File: config.mk
export PLATFORM = sky130hd
export DESIGN_NAME = krnl_proj_split_hls_deadlock_report_unit
export DESIGN_NICKNAME = d
export VERILOG_FILES = /design/src/rtl/krnl_proj_split_deadlock_pkg.sv /design/src/rtl/krnl_proj_split_deadlock_persist_ctr.sv /design/src/rtl/krnl_proj_split_hls_deadlock_report_unit.sv
export SDC_FILE = /design/constraint.sdc
export NUM_CORES = 1
export LEC_CHECK = 0
export BUFFER_PORTS_ARGS = -buffer_cell sky130_fd_sc_hd__buf_2
export CORE_ASPECT_RATIO = 1.5
export CORE_MARGIN = 2
export CORE_UTILIZATION = 45
export CTS_CLUSTER_DIAMETER = 40
export DETAILED_ROUTE_END_ITERATION = 12
export GPL_TIMING_DRIVEN = 0
export HOLD_SLACK_MARGIN = 0.02
export MAX_ROUTING_LAYER = met4
export PLACE_DENSITY = 0.73
export SLEW_MARGIN = 0
export SYNTH_ARGS = -nofsm -noshare
export SYNTH_HDL_FRONTEND = slang
export SYNTH_SLANG_ARGS = --single-unit
File: constraint.sdc
create_clock -name clock -period 4.1 [get_ports clock]
set_clock_uncertainty 0.15 [all_clocks]
set_input_delay 0.205 -clock clock [delete_from_list [all_inputs] [get_ports clock]]
set_output_delay 0.205 -clock clock [all_outputs]
set_load 0.05 [all_outputs]
File: src/rtl/krnl_proj_split_deadlock_pkg.sv
// Shared types and field constants for the deadlock report unit.
// DEADLOCK_REPORT_TIMESTAMP_EN adds a 32-bit timestamp field to the report word.
package krnl_proj_split_deadlock_pkg;

  typedef enum logic [1:0] {
    ST_IDLE  = 2'd0,
    ST_ARMED = 2'd1,
    ST_SEND  = 2'd2,
    ST_HOLD  = 2'd3
  } dl_state_e;

  localparam logic [7:0] EVENT_CNT_MAX = 8'hFF;
  localparam int         EVENT_IDX_W   = 8;
  localparam int         TS_W          = 32;

  // Default field widths of the monitor/status snapshot.
  localparam int DEF_NUM_MON = 2;
  localparam int DEF_AXIS_W  = 3;
  localparam int DEF_IDLE_W  = 9;
  localparam int DEF_BLK_W   = 5;

`ifdef DEADLOCK_REPORT_TIMESTAMP_EN
  localparam int TS_FIELD_W = TS_W;
`else
  localparam int TS_FIELD_W = 0;
`endif

  function automatic int report_w(input int nm, input int aw, input int iw, input int bw);
    return TS_FIELD_W + EVENT_IDX_W + nm + aw + iw + bw;
  endfunction

endpackage

File: src/rtl/krnl_proj_split_deadlock_persist_ctr.sv
// Consecutive-cycle counter: hit is high on the CONFIRM_CYCLES-th consecutive cycle of en.
module krnl_proj_split_deadlock_persist_ctr #(
  parameter int CONFIRM_CYCLES = 16
) (
  input  logic clock,
  input  logic reset,
  input  logic clr,
  input  logic en,
  output logic hit
);

  localparam int            CW   = $clog2(CONFIRM_CYCLES + 1);
  localparam logic [CW-1:0] LAST = CW'(CONFIRM_CYCLES - 1);

  logic [CW-1:0] cnt_q, cnt_d;

  assign hit = en && (cnt_q == LAST);

  // Any gap in en restarts the run; the count parks at LAST once hit.
  always_comb begin
    cnt_d = cnt_q;
    if (clr || !en) cnt_d = '0;
    else if (!hit)  cnt_d = cnt_q + 1'b1;
  end

  always_ff @(posedge clock) begin
    if (reset) cnt_q <= '0;
    else       cnt_q <= cnt_d;
  end

endmodule

File: src/rtl/krnl_proj_split_hls_deadlock_report_unit.sv
// Confirms persistent monitor blocks and emits one snapshot report per block episode.
// Define DEADLOCK_REPORT_TIMESTAMP_EN to prepend a free-running 32-bit cycle stamp.
module krnl_proj_split_hls_deadlock_report_unit
  import krnl_proj_split_deadlock_pkg::*;
#(
  parameter int NUM_MON        = DEF_NUM_MON,
  parameter int AXIS_W         = DEF_AXIS_W,
  parameter int IDLE_W         = DEF_IDLE_W,
  parameter int BLK_W          = DEF_BLK_W,
  parameter int CONFIRM_CYCLES = 16,
  localparam int REPORT_W      = report_w(NUM_MON, AXIS_W, IDLE_W, BLK_W)
) (
  input  logic                clock,
  input  logic                reset,
  input  logic [NUM_MON-1:0]  monitor_block,
  input  logic [AXIS_W-1:0]   axis_block_sigs,
  input  logic [IDLE_W-1:0]   inst_idle_sigs,
  input  logic [BLK_W-1:0]    inst_block_sigs,
  input  logic                clear,
  output logic                rpt_valid,
  input  logic                rpt_ready,
  output logic [REPORT_W-1:0] rpt_data,
  output logic                deadlock_sticky,
  output logic [7:0]          event_count
);

  dl_state_e           state_q, state_d;
  logic                any_block, ctr_en, hit, declare;
  logic                sticky_q;
  logic [7:0]          count_q, count_inc;
  logic [REPORT_W-1:0] data_q, snap;

  assign any_block = |monitor_block;
  assign ctr_en    = any_block && (state_q == ST_IDLE || state_q == ST_ARMED);

  krnl_proj_split_deadlock_persist_ctr #(
    .CONFIRM_CYCLES(CONFIRM_CYCLES)
  ) u_persist (
    .clock(clock),
    .reset(reset),
    .clr  (clear),
    .en   (ctr_en),
    .hit  (hit)
  );

  assign count_inc = (count_q == EVENT_CNT_MAX) ? count_q : count_q + 8'd1;

`ifdef DEADLOCK_REPORT_TIMESTAMP_EN
  logic [TS_W-1:0] ts_q;

  // Free-running; deliberately immune to clear so stamps stay monotonic.
  always_ff @(posedge clock) begin
    if (reset) ts_q <= '0;
    else       ts_q <= ts_q + 1'b1;
  end

  assign snap = {ts_q, count_inc, monitor_block, axis_block_sigs, inst_idle_sigs, inst_block_sigs};
`else
  assign snap = {count_inc, monitor_block, axis_block_sigs, inst_idle_sigs, inst_block_sigs};
`endif

  always_comb begin
    state_d = state_q;
    declare = 1'b0;
    unique case (state_q)
      ST_IDLE, ST_ARMED: begin
        if (hit) begin
          declare = 1'b1;
          state_d = ST_SEND;
        end else if (any_block) state_d = ST_ARMED;
        else                    state_d = ST_IDLE;
      end
      ST_SEND: if (rpt_ready)  state_d = ST_HOLD;
      ST_HOLD: if (!any_block) state_d = ST_IDLE;
      default:                 state_d = ST_IDLE;
    endcase
    // Clear beats a same-cycle declare: nothing is counted or reported.
    if (clear) begin
      state_d = ST_IDLE;
      declare = 1'b0;
    end
  end

  always_ff @(posedge clock) begin
    if (reset) state_q <= ST_IDLE;
    else       state_q <= state_d;
  end

  always_ff @(posedge clock) begin
    if (reset) begin
      sticky_q <= 1'b0;
      count_q  <= '0;
      data_q   <= '0;
    end else if (clear) begin
      sticky_q <= 1'b0;
      count_q  <= '0;
    end else if (declare) begin
      sticky_q <= 1'b1;
      count_q  <= count_inc;
      data_q   <= snap;
    end
  end

  assign rpt_valid       = (state_q == ST_SEND);
  assign rpt_data        = data_q;
  assign deadlock_sticky = sticky_q;
  assign event_count     = count_q;

endmodule

Yosys cells after proc, flatten, opt, wreduce, memory -nomap -nowiden
Cells that the tools add are included.
{ "totals": {"regBits": 43, "word_cells": 36, "inputBits": 23, "out_inout_bits": 37} }
{ "classes": {"add_sub_neg": 2, "reduce_logical": 12, "muxes": 9, "n_bitwise": 1, "n_eq_ne": 7} }
{ "op_table": {"columns": ["cell", "count"], "rows": [
  ["$add 8x1->8 const B", 1],
  ["$eq 8x8->1 const B", 1],
  ["$mux 8", 1],
  ["$reduce_or 2->1", 4],
  ["$mux 2", 3],
  ["$pmux 2 s3", 1],
  ["$add 5x1->5 const B", 1],
  ["$eq 5x4->1 const B", 1],
  ["$eq 2x2->1 const B", 2],
  ["$mux 1", 4],
  ["$reduce_and 2->1", 2],
  ["$eq 2x1->1 const B", 1],
  ["$logic_and 1x1->1", 2],
  ["$logic_not 2->1", 1],
  ["$logic_or 1x1->1", 2],
  ["$ne 2x1->1 const B", 1],
  ["$ne 2x2->1 const B", 1],
  ["$logic_not 1->1", 1],
  ["$not 1->1", 1]
]} }

Longest topological paths before layout
{ "depth": {"word_depth": 8, "ltp_mapped": 8, "mapped_depth_nobuf": 6} }

Cells and area by module
Synthesis repeated with hierarchy kept, for this count alone.
{ "unflattened": {"hier_cells": 222, "area_unflattened_um2": 1914.3} }
{ "modules_own_cells": {"columns": ["module", "instances", "seq_area_each_um2", "area_each_um2", "cells_per_inst"], "rows": [
  ["krnl_proj_split_hls_deadlock_report_unit", 1, 760.7, 1657.8, 196],
  ["krnl_proj_split_deadlock_persist_ctr", 1, 100.1, 256.5, 26]
]} }

Worst setup path before layout
Ideal clock, no wire load.
{ "synth_timing": {"path_kind": "reg-to-reg", "startpoint": "register count_q[0] (netlist: event_count[0])", "endpoint": "register data_q[22] (netlist: rpt_data[22])", "required_ns": 3.835, "setup_slack_ns": 1.859, "path_buffers": 0, "stages_incl_launch_ff": 6, "synth_period_minus_slack_ns": 2.241, "setup_time_ns": 0.115, "arrival_ns": 1.977, "path_cell_list": "dfxtp_1 > ha_1 > nand4_1 > nor2_1 > nor2_1 > a2111oi_0"} }
{ "synth_via": {"elab_chain_len": 2, "elab_cells_between_ends": 3, "classes_between": "add/sub: 1; eq/ne: 1; mux: 1"} }
{ "synth_lines": {"columns": ["element", "line_no", "text"], "rows": [
  ["from (decl)", "krnl_proj_split_hls_deadlock_report_unit.sv:30", "logic [7:0] count_q, count_inc;"],
  ["from (signal assigned)", "krnl_proj_split_hls_deadlock_report_unit.sv:99", "count_q <= count_inc;"],
  ["$add 8x1->8 / $eq 8x8->1 (equally long branches)", "krnl_proj_split_hls_deadlock_report_unit.sv:46", "assign count_inc = (count_q == EVENT_CNT_MAX) ? count_q : count_q + 8'd1;"],
  ["$mux 8 *", "krnl_proj_split_hls_deadlock_report_unit.sv:46", null],
  ["to (signal assigned)", "krnl_proj_split_hls_deadlock_report_unit.sv:100", "data_q <= snap;"],
  ["to (decl)", "krnl_proj_split_hls_deadlock_report_unit.sv:31", "logic [REPORT_W-1:0] data_q, snap;"]
]} }
Mark *: on every way between the ends. The rest lies on a longest branch, timed or not.
A chain may end at the register's enable or synchronous reset.

Worst setup path in the final report
{ "layout_timing": {"startpoint": "register u_persist.cnt_q[0]", "endpoint": "register count_q[4] (netlist: event_count[4])"} }
{ "layout_via": {"elab_chain_len": 5} }
{ "layout_lines": {"columns": ["element", "line_no", "text"], "rows": [
  ["from (decl)", "krnl_proj_split_deadlock_persist_ctr.sv:15", "logic [CW-1:0] cnt_q, cnt_d;"],
  ["from (signal assigned)", "krnl_proj_split_deadlock_persist_ctr.sv:28", "else cnt_q <= cnt_d;"],
  ["$eq 5x4->1", "krnl_proj_split_deadlock_persist_ctr.sv:17", "assign hit = en && (cnt_q == LAST);"],
  ["$logic_and 1x1->1", "krnl_proj_split_deadlock_persist_ctr.sv:17", null],
  ["$mux 1", "krnl_proj_split_hls_deadlock_report_unit.sv:67", "if (hit) begin"],
  ["$mux 1", "krnl_proj_split_hls_deadlock_report_unit.sv:65", "unique case (state_q)"],
  ["$mux 1", "krnl_proj_split_hls_deadlock_report_unit.sv:78", "if (clear) begin"]
]} }
Every way passes these cells.

==> impl_metrics.yaml <==
global_routing:
  grt_max_degree: 14
  antenna_found_initial: 0
  grt_pass1_wl_um: 6893
  grt_pass1_vias: 1570
  grt_use_total: 0.2207
  grt_overflow: 0
critical_path:
  r2r_end: "event_count[4]"
  crit_type: "flip-flop to flip-flop"
  cp.arrival_ps: 2540
  r2r-start: "u_persist.cnt_q[0]"
  worstPathRequired_ps: 4150
  crit_fanout: 10
  reg2reg_setup_slack_ps: 1610
  rr_worst_depth: 8
  critPathLaunchType: "flip-flop"
  cp-end-kind: "flip-flop"
clock_tree:
  cts_resized: 0
  numCtsBuffers: 5
  h-tree-depth: 2
  cts_root_buf: "clkbuf_8"
  cts_sinks: 43
  clkLatencyLatePin_ps: 290
  path_clk_slew_ps: 70
  cts.path.max_buffers: 2
  tritoncts: "built"
logic_synthesis:
  ys_seq_elements: 43
  yosysTopAreaCell: "dfxtp_1"
  synth_ff_type: "dfxtp_1"
  async_flop_share: 0
  synth_top_area_frac: 0.4893
  synth_area_um2: 1759
  synth_edf_count: 0
  synth_commonest_cells: "47 x nand2_1, 43 x dfxtp_1, 34 x a21oi_1, 18 x nor2_1, 7 x clkbuf_1"
  netlist_instances: 211
  ys_seq_area_frac: 0.4893
  yosysWarningCount: 0
  syn_area_per_cell_um2: 8.337
  synthesis.nets: 237
  yosysMostFrequentCell: "nand2_1"
  ys_types: 34
  yosys-top-cells-area: "dfxtp_1 49%, nand2_1 10%, a21oi_1 9.7%"
route:
  final_antenna_net_count: 0
  via_count: 1771
  first_iter_violations: 50
  finalWirelength_um: 4276
  route.met3.wl_um: 247
  drtPass1Iterations: 5
  met1_length_um: 1827
  wl_met2_um: 2109
  wl_per_cell_um: 12.58
  routed_via_density: 5.209
  post-route-drc-count: 0
  top_layer: "met4"
die:
  die_x_um: 55.05
  die_area_um2: 4436
  die_y_um: 80.58
  io_pins: 60
  initial_core_util: 0.4734
  core_area_um2: 3716
  core.rowCount: 27
power:
  leakage_uw: 0.001006
  sw_frac_of_total: 0.1884
  power.total_uw: 843.4
  p_int_uw: 684.5
  p_per_area_nw_per_um2: 346.9
  pwr-share-clk: 0.456
  p_sw_uw: 158.9
  ir_drop_mv: 0.3079
  p_comb_frac: 0.046
  p_seq_frac: 0.498
timing:
  setup_tns_ps: 0
  clock.fmax_ghz: 0.4019
  tightest_slew_ps: 581.4
  rsz0062_at_grt: "false"
  hold_viol: 0
  relSlewSlack: 0.6114
  report.final.setup_viol: 0
  period_minus_slack_ps: 2488
  fin_ws_ps: 1612
  finalCritPeriodShare: 0.6068
  drv_slew: 0
finish:
  diodes: 0
  area_growth_pct: 38.19
  stdcell_count: 340
  fin_nets: 322
  utilization: 0.6542
  drive_above_1_share: 0.2593
min_path:
  hold_start: "reset"
  hp-class: "input port to flip-flop"
  whs_path_depth: 4
  whs_endpoint: "event_count[6]"
job:
  max_cap_viol_count: 0
placed_design:
  port_buffers: 59
  pre_cts_slack_ps: 1649
  placed_cells: 313
  place_hpwl_um: 2882
  gp_congestion: 0.8086
status:
  outcome: "finished clean"
[cell type report]
cell class	count	area [µm²]
clock inverter	2	60.06
inverter	1	3.754
clock buffer	6	72.57
sequential	43	860.8
fill	328	1285
tap	43	53.80
timing repair buffer	78	485.5
multi-input combinational	154	839.6
buffer	13	55.05
[flip-flops by register name (all words and copies together) (netlist names)]
signal	count
u_persist.cnt_q	5
state_q	2
deadlock_sticky	1
rpt_data	27
event_count	8
[logic make-up after synthesis]
group | share of synthesized area
AOI/OAI and AO/OA | 0.1721
xor gates and xnor gates | 0.03485
adders and majority gates | 0.02134
buffers and inverters | 0.03342
DFF | 0.4893
muxes | 0.005690
and+or+nand+nor | 0.2432
[how the worst max path moves through the flow]
stage / from / to / slack, ps / cells past startpoint
floorplan: event_count[0] / rpt_data[22] / 1860 / 5
global placement: u_persist.cnt_q[0] / event_count[4] / 1660 / 8
detailed placement: u_persist.cnt_q[0] / event_count[4] / 1650 / 8
CTS: u_persist.cnt_q[0] / event_count[4] / 1610 / 8
global route: u_persist.cnt_q[0] / rpt_data[9] / 1410 / 8
finish: u_persist.cnt_q[0] / event_count[4] / 1610 / 8
[cells in the final DEF, fill, tap and decap left out, drive strengths merged, types with 2 or more instances in the layout]
cell         count
ha               3
dfxtp           43
nor2            19
and3             4
nand3            3
a21oi           34
xnor2            5
o21ai            4
or3              2
dlygate4sd3     19
buf             64
clkbuf          14
a211oi           3
nand4b           2
o31ai            2
xor2             2
or2              3
a311oi           5
and2             2
o211ai           3
bufinv           2
nand2           47
nor2b            2
[power by group through the flow]
stage / combinational [µW] / sequential, µW / clock, µW
after floorplan: 9.74 / 429 / 0
after global placement: 24.8 / 429 / 0
after detailed placement: 24.7 / 429 / 0
after CTS: 38.8 / 420 / 394
after global routing: 43.8 / 420 / 414
final: 39.0 / 420 / 385
[timing repair]
item	in CTS	in global routing
hold buffers	19	0
setup buffers	0	0
hold endpoints to repair	19	0
[critical path: stages (launching register included)]
cell      delay [ps]
dfxtp_1          380
ha_1             170
and3_1           160
ha_1             140
buf_2            200
nor4b_2          530
buf_2            330
a21oi_1           90
a311oi_1         230
[per-stage QoR]
stage	hold slack (ps)	area, µm²
2_1_floorplan	191.0	1759
3_3_place_gp	288.8	2108
3_5_place_dp	293.1	2108
4_1_cts	54.25	2431
5_1_grt	90.62	2431
6_report	56.98	2431
[metal layers]
| layer | vias up | global-route usage |
|---|---|---|
| met5 | - | - |
| met4 | 0 | 0.09512 |
| met3 | 6 | 0.06134 |
| met2 | 54 | 0.3690 |
| met1 | 807 | 0.2352 |
| li1 | 904 | - |
Note: power is estimated with default switching activity, not from simulation.
